==> src/rtl/booth_mult_param.sv <==
// Sequential radix-2 Booth multiplier, one iteration per clock, with start/busy/fin handshake.
// Operands are extended to WIDTH+1 bits so signed and unsigned modes share the same datapath.
module booth_mult_param #(
  parameter int unsigned WIDTH = 8,
  parameter int unsigned CW    = $clog2(WIDTH + 2)
) (
  input  logic                 clk,
  input  logic                 reset,
  input  logic                 start,
  input  logic                 signed_mode,
  input  logic [WIDTH-1:0]     M1,
  input  logic [WIDTH-1:0]     Q1,
  output logic [2*WIDTH-1:0]   resultado,
  output logic                 busy,
  output logic                 fin
);

  localparam int unsigned E = WIDTH + 1;

  typedef enum logic [1:0] {StIdle, StRun, StDone} state_e;

  state_e             r_state_q, w_state_d;
  logic [E-1:0]       r_a, r_q, r_m;
  logic               r_q1;
  logic [CW-1:0]      r_cnt;
  logic [2*WIDTH-1:0] r_res;

  logic [E-1:0]       w_ext_m, w_ext_q, w_sum, w_a_sh, w_q_sh;
  logic [2*WIDTH-1:0] w_prod;
  logic               w_last;

  assign w_ext_m = signed_mode ? {M1[WIDTH-1], M1} : {1'b0, M1};
  assign w_ext_q = signed_mode ? {Q1[WIDTH-1], Q1} : {1'b0, Q1};

  always_comb begin
    w_sum = r_a;
    unique case ({r_q[0], r_q1})
      2'b01:   w_sum = r_a + r_m;
      2'b10:   w_sum = r_a - r_m;
      default: w_sum = r_a;
    endcase
  end

  // Arithmetic shift of {A,Q,q_1}; the product lives in the low 2*WIDTH bits of {A,Q}.
  assign w_a_sh = {w_sum[E-1], w_sum[E-1:1]};
  assign w_q_sh = {w_sum[0], r_q[E-1:1]};
  assign w_prod = {w_a_sh[WIDTH-2:0], w_q_sh};
  assign w_last = (r_cnt == CW'(1));

  always_comb begin
    w_state_d = r_state_q;
    unique case (r_state_q)
      StIdle:  if (start) w_state_d = StRun;
      StRun:   if (w_last) w_state_d = StDone;
      StDone:  w_state_d = StIdle;
      default: w_state_d = StIdle;
    endcase
  end

  always_ff @(posedge clk or negedge reset) begin
    if (!reset) begin
      r_state_q <= StIdle;
      r_a       <= '0;
      r_q       <= '0;
      r_m       <= '0;
      r_q1      <= 1'b0;
      r_cnt     <= '0;
      r_res     <= '0;
    end else begin
      r_state_q <= w_state_d;
      if (r_state_q == StIdle && start) begin
        r_a   <= '0;
        r_q   <= w_ext_q;
        r_m   <= w_ext_m;
        r_q1  <= 1'b0;
        r_cnt <= CW'(E);
      end else if (r_state_q == StRun) begin
        r_a   <= w_a_sh;
        r_q   <= w_q_sh;
        r_q1  <= r_q[0];
        r_cnt <= r_cnt - CW'(1);
        if (w_last) r_res <= w_prod;
      end
    end
  end

  assign resultado = r_res;
  assign busy      = (r_state_q == StRun);
  assign fin       = (r_state_q == StDone);

endmodule

==> config.mk <==
export PLATFORM = sky130hd
export DESIGN_NAME = booth_mult_param
export DESIGN_NICKNAME = d
export VERILOG_FILES = /design/src/rtl/booth_mult_param.sv
export SDC_FILE = /design/constraint.sdc
export NUM_CORES = 1
export LEC_CHECK = 0
export BUFFER_PORTS_ARGS = -buffer_cell sky130_fd_sc_hd__buf_2
export CAP_MARGIN = 0
export CORE_ASPECT_RATIO = 0.75
export CORE_MARGIN = 1.5
export CORE_UTILIZATION = 45
export CTS_CLUSTER_SIZE = 10
export DETAILED_ROUTE_END_ITERATION = 8
export GPL_ROUTABILITY_DRIVEN = 0
export PLACE_DENSITY = 0.65
export SLEW_MARGIN = 20
export SYNTH_ARGS = -nofsm -noshare
export SYNTH_HDL_FRONTEND = slang
export SYNTH_SLANG_ARGS = --single-unit
==> constraint.sdc <==
create_clock -name clk -period 7 [get_ports clk]
set_clock_uncertainty 0.05 [all_clocks]
set_input_delay 0.7 -clock clk [delete_from_list [all_inputs] [get_ports clk]]
set_output_delay 0.7 -clock clk [all_outputs]
set_load 0.02 [all_outputs]
==> results.rst <==
.. list-table::
   :header-rows: 1

   * - Metric
     - Value
   * - Result of the run
     - finished, final reports clean
   * - Number of routed nets with antenna violations
     - 0
   * - Mean cell area of the mapped netlist
     - 9.18 um2
   * - RSZ-0062 raised after global routing
     - no
   * - Worst Setup End Kind
     - flip-flop
   * - Level count of the clock H-tree
     - 2
   * - Number of placement rows
     - 23
   * - Core ar.
     - 5380 um2
   * - Detail-routed via count per cell
     - 5.15
   * - Path depth of the worst reg2reg path
     - 10
   * - Detail Placement HPWL
     - 3610 um
   * - Overflow after GRT
     - 0
   * - Data arrival, critical path
     - 2.89 ns
   * - Sequential Area
     - 1230 um2
   * - Number of cells produced by synthesis
     - 275
   * - Number of maximum-capacitance constraint violations
     - 0
   * - Cells taking the most area after synthesis
     - dfrtp_1 49%, nand2_1 11%, ha_1 5.9%, xnor2_1 4.2%, o21ai_1 3.8%
   * - Number of synthesis warnings
     - 0
   * - Worst-case headroom to the max-slew limit
     - 44.1%
   * - Largest net degree at the start of global routing
     - 50
   * - Via count of the first global-routing pass
     - 1806
   * - Number of design rule violations left after detail routing
     - 0
   * - Slew Viols, Final
     - 0
   * - Total count of hold-check failures in the final report
     - 0
   * - Number of diodes added for antenna fixing
     - 0
   * - Final setup vio count
     - 0
   * - Post-synth top area share
     - 48.6%
   * - Clock insertion delay at the later pin of the skew report
     - 0.31 ns
   * - Highest attainable clock frequency
     - 361 MHz
   * - Critical path class
     - flip-flop to flip-flop
   * - Post-CTS Resized
     - 0
   * - Root cell of the clock tree
     - clkbuf_8
   * - CTS tree
     - built
   * - Multi-input combinational cell area
     - 1220 um2
   * - Classification of the worst-slack hold path
     - input port to async pin
   * - Height of the chip
     - 67.9 um
   * - CP Max Fanout
     - 8
   * - Count of fill cells added during filler insertion
     - 531
   * - Average routed wire per standard cell
     - 13.5 um
   * - I/O Buffers
     - 37
   * - Kind of start point of the critical path
     - flip-flop
   * - Die width
     - 89.5 um
   * - Hold Buf Count CTS
     - 0
   * - Final critical-path share of the clock period
     - 39.5%
   * - I/O pin count
     - 38
   * - Initial DRT Pass Iterations
     - 4
   * - Netlist cell types
     - 40
   * - Overall routing resource usage
     - 18.8%
   * - Largest buffer count on any clock path
     - 2
   * - Aggregate negative setup slack
     - 0 ns
   * - Total Wirelength
     - 5170 um
   * - Synth Register Bits
     - 49
   * - Post-synth net total
     - 308
   * - Share of cells above drive strength 1
     - 17.2%
   * - Layout overhead on the synthesized area
     - 14.9%
   * - Combined area of all synthesized cells
     - 2520 um2
   * - Number of antenna violations at the first check in global routing
     - 0
   * - CTS clk-pin slew, worst paths
     - 0.10 ns
   * - Crit path time final
     - 2.77 ns
   * - Area of the die
     - 6070 um2
   * - Slew at the pin closest to its max-slew limit
     - 0.838 ns
   * - Final nets
     - 341
   * - Vias after detailed routing
     - 1979
   * - Total clock buffers created by CTS
     - 5
   * - Cell type contributing the most total cell area after synthesis
     - dfrtp_1
   * - Sequential area share after synthesis
     - 48.6%
   * - DRC marker count from the first detailed-route iteration
     - 82
   * - Wire length of the first global-routing pass
     - 8580 um
   * - CTS Sinks
     - 49
   * - Number of buffers inserted to repair setup after CTS
     - 0
   * - Initial core utilization
     - 46.9%
   * - Critical path required time
     - 7.13 ns
[routing by layer]
metal	vias to the layer above	global-route usage [%]	wire, um
met1	943	25.9	2540
li1	995	-	-
met4	0	7.12	75
met3	7	4.83	212
met5	-	0	0
met2	34	28.8	2340
[cells in the mapped netlist]
cell	instances
or2b_4	1
nor4_1	1
mux2_2	1
dfrtp_1	49
nor3b_1	2
a21o_1	3
a31oi_1	1
a21oi_1	9
inv_2	2
a211oi_1	2
xor2_1	4
o22ai_2	1
and3_1	1
and2_1	1
nor3_1	3
o31ai_1	1
mux2i_1	5
a21oi_2	1
o21ai_0	5
o311ai_1	1
xnor2_1	12
buf_2	1
nor2_1	11
mux2_1	1
nand2b_1	2
o41ai_1	1
a2111o_1	1
a221oi_1	1
clkbuf_1	10
o21a_2	1
o21ai_1	19
ha_1	12
a22oi_1	8
nor2b_1	3
nand2_1	77
fa_1	1
inv_1	8
nand3_1	10
o211ai_1	1
nor4_2	1
[worst max-delay path: stages (launching register included)]
cell	delay (ns)
dfrtp_1	0.37
inv_1	0.07
ha_1	0.32
mux2_1	0.40
fa_1	0.43
nand2b_1	0.18
a21oi_1	0.22
o22ai_2	0.10
xnor2_1	0.14
o311ai_1	0.23
o41ai_1	0.11
[final timing paths]
kind | from | endpoint | slack (ns)
setup / recovery | r_q1 | r_a[7] | 4.23
hold / removal | reset | r_a[5] | 0.34
setup reg to reg | r_q1 | r_a[7] | 4.23
hold reg to reg | resultado[1] | resultado[1] | 0.42
max in group asynchronous | reset | r_m[2] | 6.14
min in group clk | resultado[1] | resultado[1] | 0.42
[state kept, by name, indices dropped and copies added, names as in the netlist]
register and count:
r_a 8, r_cnt 4, r_m 9, r_q 9, r_q1 1, r_state_q 2, resultado 16
[through the flow]
| step | setup slack [ns] | cells | hold slack, ns | instance area [um2] | utilization [%] |
|---|---|---|---|---|---|
| finish | 4.23 | 384 | 0.340 | 2900 | 53.9 |
| detailed placement | 4.27 | 376 | 0.407 | 2760 | 51.3 |
| CTS | 4.21 | 384 | 0.432 | 2900 | 53.9 |
| global placement | 4.32 | 376 | 0.407 | 2760 | 51.3 |
| global route | 4.09 | 384 | 0.391 | 2900 | 53.9 |
| floorplan | 4.36 | 275 | 0.354 | 2520 | - |
[kinds of logic (layout without fill, tap and decap cells)]
kind of cell	Yosys count	count (layout)	share of synthesized area [%]
simple gates	113	113	19.2
compound gates	56	56	13.9
flops	49	49	48.6
buf+inv	21	55	3.17
xor+xnor	16	16	5.55
fa+ha+maj	13	13	6.74
mux	7	7	2.87
[final cells by class]
class	instances	share of cell area, %
clock inverter	3	2.37
inverter	10	1.29
timing repair buffer	37	6.47
sequential	49	42.3
multi-input combinational	205	42.0
clock buffer	5	2.37
tap	75	3.23
[cell usage in the layout, fill, tap and decap left out, types with 3 or more instances in the layout]
cell type  count
nand2_1       77
dfrtp_1       49
buf_2         36
o21ai_1       19
xnor2_1       12
ha_1          12
nor2_1        11
nand3_1       10
a21oi_1        9
inv_1          8
a22oi_1        8
o21ai_0        5
mux2i_1        5
clkbuf_8       5
xor2_1         4
nor3_1         3
nor2b_1        3
a21o_1         3
Power is left out: the tool's default activity adds up to more than one toggle a clock period on the data nets, which glitch-free logic cannot reach.
